--- config.mk ---
export PLATFORM = sky130hd
export DESIGN_NAME = dvfs_supply_responder
export DESIGN_NICKNAME = d
export VERILOG_FILES = /design/src/rtl/dvfs_supply_responder.sv
export SDC_FILE = /design/constraint.sdc
export NUM_CORES = 1
export LEC_CHECK = 0
export ABC_AREA = 0
export CORE_MARGIN = 4
export CORE_UTILIZATION = 55
export DETAILED_ROUTE_END_ITERATION = 6
export PLACE_DENSITY = 0.87
export SLEW_MARGIN = 20
export SYNTH_ARGS = -nofsm -noshare
export SYNTH_HDL_FRONTEND = slang
export SYNTH_SLANG_ARGS = --single-unit
--- constraint.sdc ---
create_clock -name clk -period 4.46 [get_ports clk]
set_input_delay 0.892 -clock clk [delete_from_list [all_inputs] [get_ports clk]]
set_output_delay 0.892 -clock clk [all_outputs]
set_load 0.005 [all_outputs]
--- src/rtl/dvfs_supply_responder.sv ---
// Provider-side DVFS responder: ramps the shared core rail and switches per-domain
// clock muxes, acknowledging 4-phase vreq/clk_req once the operating point is reached.
module dvfs_supply_responder #(
  parameter int unsigned NUM_DOMAINS   = 8,
  parameter int unsigned VSTEP_CYCLES  = 4,
  parameter int unsigned SETTLE_CYCLES = 8,
  parameter int unsigned SWITCH_GAP    = 2,
  parameter int unsigned LOCK_TIMEOUT  = 32
) (
  input  logic                       clk,
  input  logic                       rst_n,
  input  logic [2:0]                 global_perf_i,
  input  logic [NUM_DOMAINS-1:0]     vreq_i,
  output logic [NUM_DOMAINS-1:0]     vack_o,
  input  logic [NUM_DOMAINS-1:0]     clk_req_i,
  output logic [NUM_DOMAINS-1:0]     clk_ack_o,
  input  logic [2*NUM_DOMAINS-1:0]   clk_sel_i,
  input  logic [1:0]                 pll_lock_i,
  output logic [7:0]                 vcode_o,
  output logic [2*NUM_DOMAINS-1:0]   clk_mux_o,
  output logic [NUM_DOMAINS-1:0]     clk_gate_en_o,
  output logic [NUM_DOMAINS-1:0]     lock_err_o,
  output logic                       busy_o
);

  localparam int unsigned VMAX = (VSTEP_CYCLES > SETTLE_CYCLES) ? VSTEP_CYCLES : SETTLE_CYCLES;
  localparam int unsigned VW   = (VMAX > 1) ? $clog2(VMAX) : 1;
  localparam int unsigned CMAX = (LOCK_TIMEOUT > SWITCH_GAP + 1) ? LOCK_TIMEOUT : SWITCH_GAP + 1;
  localparam int unsigned CW   = (CMAX > 1) ? $clog2(CMAX) : 1;

  localparam logic [VW-1:0] VSTEP_LAST  = VW'(VSTEP_CYCLES - 1);
  localparam logic [VW-1:0] SETTLE_LAST = VW'(SETTLE_CYCLES - 1);
  localparam logic [CW-1:0] GAP_LAST    = CW'(SWITCH_GAP - 1);
  localparam logic [CW-1:0] GAP_END     = CW'(SWITCH_GAP);
  localparam logic [CW-1:0] LOCK_LAST   = CW'(LOCK_TIMEOUT - 1);

  typedef enum logic [1:0] {V_IDLE, V_RAMP, V_SETTLE} vstate_t;
  typedef enum logic [1:0] {C_IDLE, C_GATE, C_LOCK, C_ACK} cstate_t;

  function automatic logic [7:0] perf_code(input logic [2:0] perf);
    case (perf)
      3'd0:    perf_code = 8'h40;
      3'd1:    perf_code = 8'h50;
      3'd2:    perf_code = 8'h60;
      3'd3:    perf_code = 8'h70;
      default: perf_code = 8'h80;
    endcase
  endfunction

  // Rail state
  vstate_t                vst, vst_nxt;
  logic [7:0]             target, target_nxt, vcode_nxt, vcode_step, req_code;
  logic [NUM_DOMAINS-1:0] mask, mask_nxt, vack_nxt, vack_set, pending;
  logic [VW-1:0]          vcnt, vcnt_nxt;

  // Per-domain clock state
  cstate_t                  cst      [NUM_DOMAINS];
  cstate_t                  cst_nxt  [NUM_DOMAINS];
  logic [1:0]               csel     [NUM_DOMAINS];
  logic [1:0]               csel_nxt [NUM_DOMAINS];
  logic [CW-1:0]            ccnt     [NUM_DOMAINS];
  logic [CW-1:0]            ccnt_nxt [NUM_DOMAINS];
  logic [2*NUM_DOMAINS-1:0] mux_nxt;
  logic [NUM_DOMAINS-1:0]   gate_nxt, cack_nxt, err_nxt;
  logic                     cbusy;

  assign pending  = vreq_i & ~vack_o;
  assign req_code = perf_code(global_perf_i);
  assign busy_o   = (vst != V_IDLE) || cbusy;

  always_comb begin
    vst_nxt    = vst;
    vcode_nxt  = vcode_o;
    target_nxt = target;
    mask_nxt   = mask;
    vcnt_nxt   = vcnt;
    vack_set   = '0;
    vcode_step = (target > vcode_o) ? vcode_o + 8'd1 : vcode_o - 8'd1;
    case (vst)
      V_IDLE: begin
        if (|pending) begin
          mask_nxt   = pending;
          target_nxt = req_code;
          vcnt_nxt   = '0;
          if (req_code == vcode_o) vack_set = pending;
          else                     vst_nxt  = V_RAMP;
        end
      end
      V_RAMP: begin
        if (vcnt == VSTEP_LAST) begin
          vcnt_nxt  = '0;
          vcode_nxt = vcode_step;
          if (vcode_step == target) vst_nxt = V_SETTLE;
        end else begin
          vcnt_nxt = vcnt + 1'b1;
        end
      end
      V_SETTLE: begin
        if (vcnt == SETTLE_LAST) begin
          // domains that withdrew their request during the pass stay unacked
          vack_set = mask & vreq_i;
          vcnt_nxt = '0;
          vst_nxt  = V_IDLE;
        end else begin
          vcnt_nxt = vcnt + 1'b1;
        end
      end
      default: vst_nxt = V_IDLE;
    endcase
    vack_nxt = (vack_o & vreq_i) | vack_set;
  end

  always_comb begin
    cst_nxt  = cst;
    csel_nxt = csel;
    ccnt_nxt = ccnt;
    mux_nxt  = clk_mux_o;
    gate_nxt = clk_gate_en_o;
    cack_nxt = clk_ack_o;
    err_nxt  = lock_err_o;
    cbusy    = 1'b0;
    for (int unsigned d = 0; d < NUM_DOMAINS; d++) begin
      cbusy = cbusy | (cst[d] != C_IDLE);
      case (cst[d])
        C_IDLE: begin
          // clock requests wait until any voltage request for the domain is acked
          if (clk_req_i[d] && !clk_ack_o[d] && (!vreq_i[d] || vack_o[d])) begin
            if (clk_sel_i[2*d +: 2] == clk_mux_o[2*d +: 2]) begin
              cack_nxt[d] = 1'b1;
              cst_nxt[d]  = C_ACK;
            end else begin
              csel_nxt[d] = clk_sel_i[2*d +: 2];
              gate_nxt[d] = 1'b0;
              ccnt_nxt[d] = '0;
              cst_nxt[d]  = C_GATE;
            end
          end
        end
        C_GATE: begin
          if (ccnt[d] == GAP_LAST) begin
            mux_nxt[2*d +: 2] = csel[d];
            if (csel[d] == 2'd1 || csel[d] == 2'd2) begin
              ccnt_nxt[d] = '0;
              cst_nxt[d]  = C_LOCK;
            end else begin
              ccnt_nxt[d] = ccnt[d] + 1'b1;
            end
          end else if (ccnt[d] == GAP_END) begin
            gate_nxt[d] = (csel[d] == 2'd3);
            cack_nxt[d] = clk_req_i[d];
            ccnt_nxt[d] = '0;
            cst_nxt[d]  = clk_req_i[d] ? C_ACK : C_IDLE;
          end else begin
            ccnt_nxt[d] = ccnt[d] + 1'b1;
          end
        end
        C_LOCK: begin
          // sel is 1 (pllA) or 2 (pllB) here, so sel[1] picks the lock bit
          if (pll_lock_i[csel[d][1]]) begin
            gate_nxt[d] = 1'b1;
            cack_nxt[d] = clk_req_i[d];
            ccnt_nxt[d] = '0;
            cst_nxt[d]  = clk_req_i[d] ? C_ACK : C_IDLE;
          end else if (ccnt[d] == LOCK_LAST) begin
            mux_nxt[2*d +: 2] = 2'd3;
            err_nxt[d]        = 1'b1;
            gate_nxt[d]       = 1'b1;
            cack_nxt[d]       = clk_req_i[d];
            ccnt_nxt[d]       = '0;
            cst_nxt[d]        = clk_req_i[d] ? C_ACK : C_IDLE;
          end else begin
            ccnt_nxt[d] = ccnt[d] + 1'b1;
          end
        end
        C_ACK: begin
          if (!clk_req_i[d]) begin
            cack_nxt[d] = 1'b0;
            cst_nxt[d]  = C_IDLE;
          end
        end
        default: cst_nxt[d] = C_IDLE;
      endcase
    end
  end

  always_ff @(posedge clk or negedge rst_n) begin
    if (!rst_n) begin
      vst           <= V_IDLE;
      vcode_o       <= 8'h40;
      target        <= 8'h40;
      mask          <= '0;
      vcnt          <= '0;
      vack_o        <= '0;
      clk_mux_o     <= '0;
      clk_gate_en_o <= '0;
      clk_ack_o     <= '0;
      lock_err_o    <= '0;
      for (int unsigned d = 0; d < NUM_DOMAINS; d++) begin
        cst[d]  <= C_IDLE;
        csel[d] <= '0;
        ccnt[d] <= '0;
      end
    end else begin
      vst           <= vst_nxt;
      vcode_o       <= vcode_nxt;
      target        <= target_nxt;
      mask          <= mask_nxt;
      vcnt          <= vcnt_nxt;
      vack_o        <= vack_nxt;
      clk_mux_o     <= mux_nxt;
      clk_gate_en_o <= gate_nxt;
      clk_ack_o     <= cack_nxt;
      lock_err_o    <= err_nxt;
      for (int unsigned d = 0; d < NUM_DOMAINS; d++) begin
        cst[d]  <= cst_nxt[d];
        csel[d] <= csel_nxt[d];
        ccnt[d] <= ccnt_nxt[d];
      end
    end
  end

endmodule

==> Flow_metrics.wiki, run 1 <==
{| class="wikitable"
! Metric !! Value
|-
| Port buffer count || 95
|-
| Arr. time, crit path || just under 4000 ps
|-
| Cell variety after synth || 71
|-
| Die height || 139.3 um
|-
| Final Max Slew Viols || 0
|-
| Wire length of the first global-routing pass || roughly 38,000 um
|-
| Floorplan row count || 47
|-
| Insertion delay to the later sink of the worst-skew pair || 430 ps
|-
| Count of maximum capacitance violations || 0
|-
| Number of enable flip-flop cells after synthesis || 0
|-
| Total Nets Final || between 1k and 1.5k
|-
| Most frequent cell on the critical path || inv_1
|-
| Worst setup path startpoint || vcode_o[6]
|-
| Setup violation total in the final timing report || 0
|-
| Cells after synthesis || 1,000
|-
| Critical Path Max Stage Delay || ~570 ps
|-
| Origin of the worst min-delay path || lock_err_o[7]
|-
| Area added between synthesis and finish || 19.50%
|-
| Class of the tightest hold or removal check || reg -> reg
|-
| Clock tree from TritonCTS || done
|-
| CTS buffer count || 17
|-
| DR pass1 iterations || 5
|-
| Num ports || 96
|-
| Maximum number of pins on one net before global-route repair || 99
|-
| Share of final-layout standard cells stronger than drive strength 1 || about 7.4%
|-
| Cell types occupying the most area after synthesis || dfrtp_1 (38%), ha_1 (14%), nand2_1 (4.0%), o21ai_0 (3.9%), inv_1 (3.6%)
|-
| Vias || around 8k
|-
| Most used standard cells in the synthesized netlist || dfrtp_1 (143), ha_1 (104), nand2_1 (102)
|-
| Power per unit of standard cell area || 551.0 mW/mm^2
|-
| Largest fanout on the critical path || 10
|-
| Critical path's top delay family || simple AND/OR/NAND/NOR gates
|-
| Main synth FF type || dfrtp_1
|-
| Critical path launch point type || register
|-
| Critical path's slowest cell || dfstp_2
|-
| Sequential fraction of the synthesis area || 38.31%
|-
| Setup Buffers After CTS || 0
|-
| Critical Path, Cell by Cell || inv_1 -> ha_1 -> nand2_1 -> o21ai_0 -> o21ai_1 -> buf_4 -> inv_1 -> fa_1 -> nand3b_1 -> and2_2 -> xnor3_2 -> a211o_1 -> or3_1 -> o311ai_1
|-
| Nature of the critical path endpoint || register
|-
| Synth Warn # || 0
|-
| GP Congestion || ~0.9
|-
| CTS max path bufs || 2
|-
| Vias in the first global route || roughly 8k
|-
| Master cell of the clock root buffer || clkbuf_16
|-
| Total global routing track utilization || between 20% and 30%
|-
| Worst reg2reg startpoint || vcode_o[6]
|-
| Worst Max-Slew Pin Slew || slightly above 1000 ps
|-
| Number of antenna-violating nets in the routed design || 0
|-
| Initial antenna violation count || 1
|-
| Final routed wirelength across all metal layers || 22,720 um
|-
| Area of the placeable core || 0.01676 sq mm
|-
| Worst EP required || 4790 ps
|-
| Most frequent cell after synthesis || dfrtp_1
|-
| Worst max-slew margin expressed relative to the limit || a little under a third
|-
| Setup WS post-layout || 937.2 ps
|-
| Number of register bits inferred by synthesis || 145
|-
| Post-synthesis instance area || between 0.009 and 0.01 sq mm
|-
| Total congestion overflow after global routing || 0
|-
| Clock-pin slew of the registers on the worst-case setup and hold paths || about 60 ps
|-
| Post-synthesis net count || 1,144
|-
| Post-synthesis area per instance || roughly 9.5 sq um
|-
| Total Negative Setup Slacks || 0 ps
|-
| Number of antenna repair diodes || 0
|-
| Number of remaining DRC errors || 0
|-
| DPL Wire Length || ~16,000 um
|-
| Leading area contributor after synthesis || dfrtp_1
|-
| Routed via count divided by cell count || roughly 6.0
|-
| Die area || 0.01940 sq mm
|-
| Outcome || complete, no violations
|-
| Highest attainable clock frequency || 0.2839 GHz
|-
| Setup repair after global routing missed its margin || false
|-
| Post-Route Hold Slack || about 450 ps
|-
| Final-layout fill cell count || 1,283
|-
| Detail-routed net length per standard cell || ~17 um
|-
| Standby leakage power || between 5 and 6 nW
|-
| Critical path type || reg -> reg
|-
| 1st-iter DRT viols || around 560
|-
| Initial Util || between 50% and 60%
|-
| Final critical-path share of the clock period || between 70% and 80%
|-
| Area share of the leading cell type in the synthesized netlist || between 30% and 40%
|-
| Count of final hold-check violations || 0
|-
| Htree depth || 4
|-
| Worst path bufs/invs || 3
|-
| Number of sinks on the clock net || around 150
|-
| Shortest clock period the worst path allows after layout || 3523 ps
|-
| Post-cts hold buffer count || 0
|-
| Pre-CTS worst setup slack || ~960 ps
|-
| Horizontal die dimension || 139.3 um
|-
| Worst VDD drop || approximately 370 uV
|-
| Post_cts resized || 0
|-
| Max Clock Skew || approximately 6.7 ps
|-
| Async set-or-reset flop fraction in the synthesized netlist || 100.0%
|}
==> sequential cells by signal (all words and copies together) (netlist names) <==
name           flops
clk_gate_en_o      8
clk_ack_o          8
mask               8
target             4
clk_mux_o         16
vack_o             8
lock_err_o         8
cst               16
csel              16
vst                2
vcode_o            8
ccnt              40
vcnt               3
==> metal layers <==
metal | part of all wire [%] | vias up | global-route usage (%) | routed length (um)
li1 | - | 3820 | - | -
met1 | 44 | 3875 | 30.45 | 9916
met2 | 49 | 243 | 39.39 | 11050
met3 | 5.3 | 45 | 4.460 | 1203
met4 | 2.4 | 2 | 8.857 | 545
met5 | 0.057 | - | 0 | 13
==> report_power, final <==
part | leakage [nW] | internal (mW) | total [mW] | switching, mW
clock | 0.300 | 0.934 | 1.51 | 0.580
sequential | 1.82 | 1.62 | 1.93 | 0.308
combinational | 3.11 | 1.23 | 2.80 | 1.57
total | 5.23 | 3.78 | 6.24 | 2.46
==> placed cells by master, fill, tap and decap left out, drive strengths merged, types with 5 or more instances in the layout <==
cell type      count
dfrtp            143
xor2              16
a2bb2oi            6
a21boi             9
o31ai             15
xnor2             13
nor4b              8
nor3              14
and3              12
inv               91
nand2            102
nor2b             16
a221o              7
and2               9
nand3b             8
clkbuf            18
o21ai             79
a21o              13
clkinv             8
clkdlybuf4s50     94
nand2b            34
ha               104
a211oi            13
mux2i             17
o211ai             6
o41ai              5
mux2              27
nand3             19
nor2              39
a21oi             63
o21bai            13
a22oi             16
o22ai             17
==> area by class of cell <==
| class | count | area, sq um | area share, % |
|---|---|---|---|
| timing repair buffer | 98 | 987.2 | 8.716 |
| multi-input combinational | 755 | 5472 | 48.31 |
| clock buffer | 18 | 429.2 | 3.789 |
| inverter | 91 | 341.6 | 3.016 |
| clock inverter | 14 | 190.2 | 1.679 |
| sequential | 145 | 3631 | 32.06 |
| tap | 220 | 275.3 | 2.430 |
==> cells by family (layout without fill, tap and decap cells) <==
kind of cell / after synthesis / after routing / share of synthesized area, %
AOI/OAI and AO/OA: 291 / 291 / 20.11
and+or+nand+nor: 284 / 284 / 15.35
DFF: 145 / 145 / 38.31
adders and majority gates: 105 / 105 / 13.94
buffers and inverters: 100 / 221 / 4.026
muxes: 44 / 44 / 5.003
xor gates and xnor gates: 31 / 31 / 3.261
==> final timing paths <==
path                                  to  slack (ps)  cells past startpoint
max                               vst[0]         940                     14
min                        lock_err_o[7]         450                      1
max reg2reg                       vst[0]         940                     14
min reg2reg                lock_err_o[7]         450                      1
max in group asynchronous     vcode_o[6]        3110                      2
min in group asynchronous       ccnt[18]         550                      1
==> through the flow <==
stage / power [mW] / instance area, sq um / std cells / util, %
floorplan: 3.815 / 9478 / 1000 / -
global placement: 4.583 / 10700 / 1309 / 63.84
detailed placement: 4.677 / 10700 / 1309 / 63.84
CTS: 6.240 / 11320 / 1341 / 67.54
global route: 6.677 / 11330 / 1341 / 67.58
finish: 6.241 / 11330 / 1341 / 67.58
Note: power is estimated with default switching activity, not from simulation.
==> run 2, diff against run 1 <==
clock period = 3.3 ns   (was 4.46 ns; I/O delays follow)
==> Flow_metrics.wiki, run 2 (synthesis results as in run 1) <==
{| class="wikitable"
! Metric !! Value
|-
| CTS max path bufs || 2 (unchanged)
|-
| Critical path launch point type || register
|-
| Number of remaining DRC errors || 0 (unchanged)
|-
| Count of maximum capacitance violations || 0 (unchanged)
|-
| Non-filler instance count after layout || 1,377 (+2.7%)
|-
| Floorplan row count || 47 (unchanged)
|-
| DPL Wire Length || 16,750 um (+2.2%)
|-
| Area added between synthesis and finish || 24.07%
|-
| Final Max Slew Viols || 0 (unchanged)
|-
| Vias || 8,133 (+1.9%)
|-
| Area of the placeable core || 0.01676 sq mm (unchanged)
|-
| Htree depth || 4 (unchanged)
|-
| Routed via count divided by cell count || 5.906 (-0.81%)
|-
| DP Cell Count || 1,332 (+1.8%)
|-
| CTS buffer count || 17 (unchanged)
|-
| Final core area utilization || 70.16% (+2.6 points)
|-
| Die area || 0.01940 sq mm (unchanged)
|-
| Die height || 139.3 um (unchanged)
|-
| Highest attainable clock frequency || 0.2950 GHz (+3.9%)
|-
| Total congestion overflow after global routing || 0 (unchanged)
|-
| Initial Util || 56.55% (unchanged)
|-
| Sequential cell area || 0.003631 sq mm (unchanged)
|-
| Maximum number of pins on one net before global-route repair || 81 (-18%)
|-
| Total Nets Final || 1,289 (+3.0%)
|-
| Detail-routed net length per standard cell || 17.08 um (+0.77%)
|-
| Combined area of the multi-input logic cells || 0.005650 sq mm (+3.3%)
|-
| Final critical-path share of the clock period || 102.7% (+24 points)
|-
| DR pass1 iterations || 7 (+2)
|-
| Share of final-layout standard cells stronger than drive strength 1 || 12.01% (+4.6 points)
|-
| Outcome || finished, violations left
|-
| Most common cell after layout, fill and taps aside || dfrtp_1
|-
| Standby leakage power || 5.407 nW (+3.4%)
|-
| 1st-iter DRT viols || 507 (-9.1%)
|-
| Final-layout fill cell count || 1,220 (-4.9%)
|-
| Number of sinks on the clock net || 145 (unchanged)
|-
| Final routed wirelength across all metal layers || 23,510 um (+3.5%)
|-
| Total global routing track utilization || 24.33% (+0.81 points)
|-
| Count of final hold-check violations || 0 (unchanged)
|-
| Worst max-slew margin expressed relative to the limit || 44.87% (+14 points)
|-
| Insertion delay to the later sink of the worst-skew pair || 430 ps (about the same)
|-
| Biggest register || ccnt
|-
| Violations in the final reports || negative setup slack
|-
| Setup WS post-layout || -89.31 ps (-1026 ps)
|-
| Nature of the critical path endpoint || register
|-
| Setup repair after global routing missed its margin || true
|-
| Arr. time, crit path || 3710 ps (-140 ps)
|-
| Initial antenna violation count || 0 (-1)
|-
| Horizontal die dimension || 139.3 um (unchanged)
|-
| Number of antenna repair diodes || 0 (unchanged)
|-
| Number of flip-flops in the largest register || 40 (unchanged)
|-
| Num ports || 96 (unchanged)
|-
| Critical path type || reg -> reg
|-
| Setup violation total in the final timing report || 1 (+1)
|-
| Class of the tightest hold or removal check || in -> async
|-
| Power per unit of standard cell area || 702.5 mW/mm^2 (+27%)
|-
| Max Clock Skew || 6.818 ps (+0.1202 ps)
|-
| Shortest clock period the worst path allows after layout || 3389 ps (-133.5 ps)
|-
| Post-cts hold buffer count || 0 (unchanged)
|-
| Commonest non-fill, non-tap cells in the layout || dfrtp_1 (143), nand2_1 (101), ha_1 (96)
|-
| Largest fanout on the critical path || 6 (-4)
|-
| Master cell of the clock root buffer || clkbuf_16
|-
| Worst Max-Slew Pin Slew || 825.2 ps (-191.4 ps)
|-
| Vias in the first global route || 8,136 (+1.8%)
|-
| GP Congestion || 0.9106 (-0.84%)
|-
| Worst VDD drop || 478.9 uV (+28%)
|-
| Clock-pin slew of the registers on the worst-case setup and hold paths || 60 ps (about the same)
|-
| Wire length of the first global-routing pass || 39,320 um (+2.9%)
|-
| Port buffer count || 95 (unchanged)
|-
| Worst EP required || 3630 ps (-1160 ps)
|-
| Number of antenna-violating nets in the routed design || 0 (unchanged)
|-
| Clock tree from TritonCTS || done
|-
| Power consumption || 8.261 mW (+32%)
|}
run 2: cell types whose count changed in the layout (fill, tap and decap cells not counted), sizes merged:
| cell | previous run | this run |
|---|---|---|
| clkinvlp | 2 | 1 |
| buf | 4 | 41 |
| clkinv | 8 | 2 |
| clkbuf | 18 | 27 |
| bufinv | 4 | 1 |
run 2: path summary, 6_finish.rpt:
check / startpoint / end / slack (ps) / cells after the start
hold reg to reg: lock_err_o[3] / lock_err_o[3] / 460 / 1
setup reg to reg: vcode_o[6] / vst[0] / -90 / 14
min in group clk: lock_err_o[3] / lock_err_o[3] / 460 / 1
max in group asynchronous: rst_n / ccnt[36] / 2150 / 2
setup / recovery: vcode_o[6] / vst[0] / -90 / 14
hold / removal: rst_n / clk_gate_en_o[4] / 260 / 1
run 2: layout make-up:
cell class | count | area share [%]
clock buffers | 27 | 4.448
clock inverters | 4 | 0.4043
inverters | 91 | 2.947
multi-input cells | 755 | 48.05
flip-flops and latches | 145 | 30.88
well taps | 220 | 2.341
repair buffers | 135 | 10.93
run 2: metrics by stage:
step	instance area (sq um)	worst slack [ps]	TNS [ps]	hold slack [ps]
after floorplan	9489	14.57	0	364.4
after global placement	10880	37.74	0	439.9
after detailed placement	10880	-164.6	-164.6	446.8
after CTS	11730	-62.02	-62.02	311.3
after global routing	11760	-195.4	-271.7	326.0
final	11760	-89.31	-89.31	262.4
run 2: timing repair:
| item | in CTS | in global routing |
|---|---|---|
| gates resized for setup | 31 | 5 |
| endpoints found under the setup margin | 2 | 2 |
| pin swaps | 15 | 2 |
| buffers inserted | 13 | 1 |
run 2: where the power goes:
group	switching [mW]	total [mW]	internal, mW	leakage, nW
Combinational	2.11	3.78	1.67	3.31
Clock	0.722	1.87	1.15	0.279
Sequential	0.416	2.61	2.19	1.82
Total	3.25	8.26	5.01	5.41
run 2: worst max-delay path, cell delays in order (launching register included):
cell and delay, ps:
dfstp_2 530, inv_2 50, ha_4 270, nand2_1 70, o21ai_2 160, o21ai_4 90, buf_12 150, buf_6 140
ha_4 190, a211oi_4 270, o31ai_4 120, o31a_2 320, xnor3_2 250, or3_1 400, o311ai_2 280
run 2: metal layers:
metal | part of all wire [%] | global-route usage [%] | vias to the layer above
met5 | 0 | 0 | -
met1 | 42 | 30.46 | 3942
li1 | - | - | 3882
met4 | 3.0 | 8.857 | 0
met2 | 50 | 41.63 | 249
met3 | 5.4 | 5.214 | 60
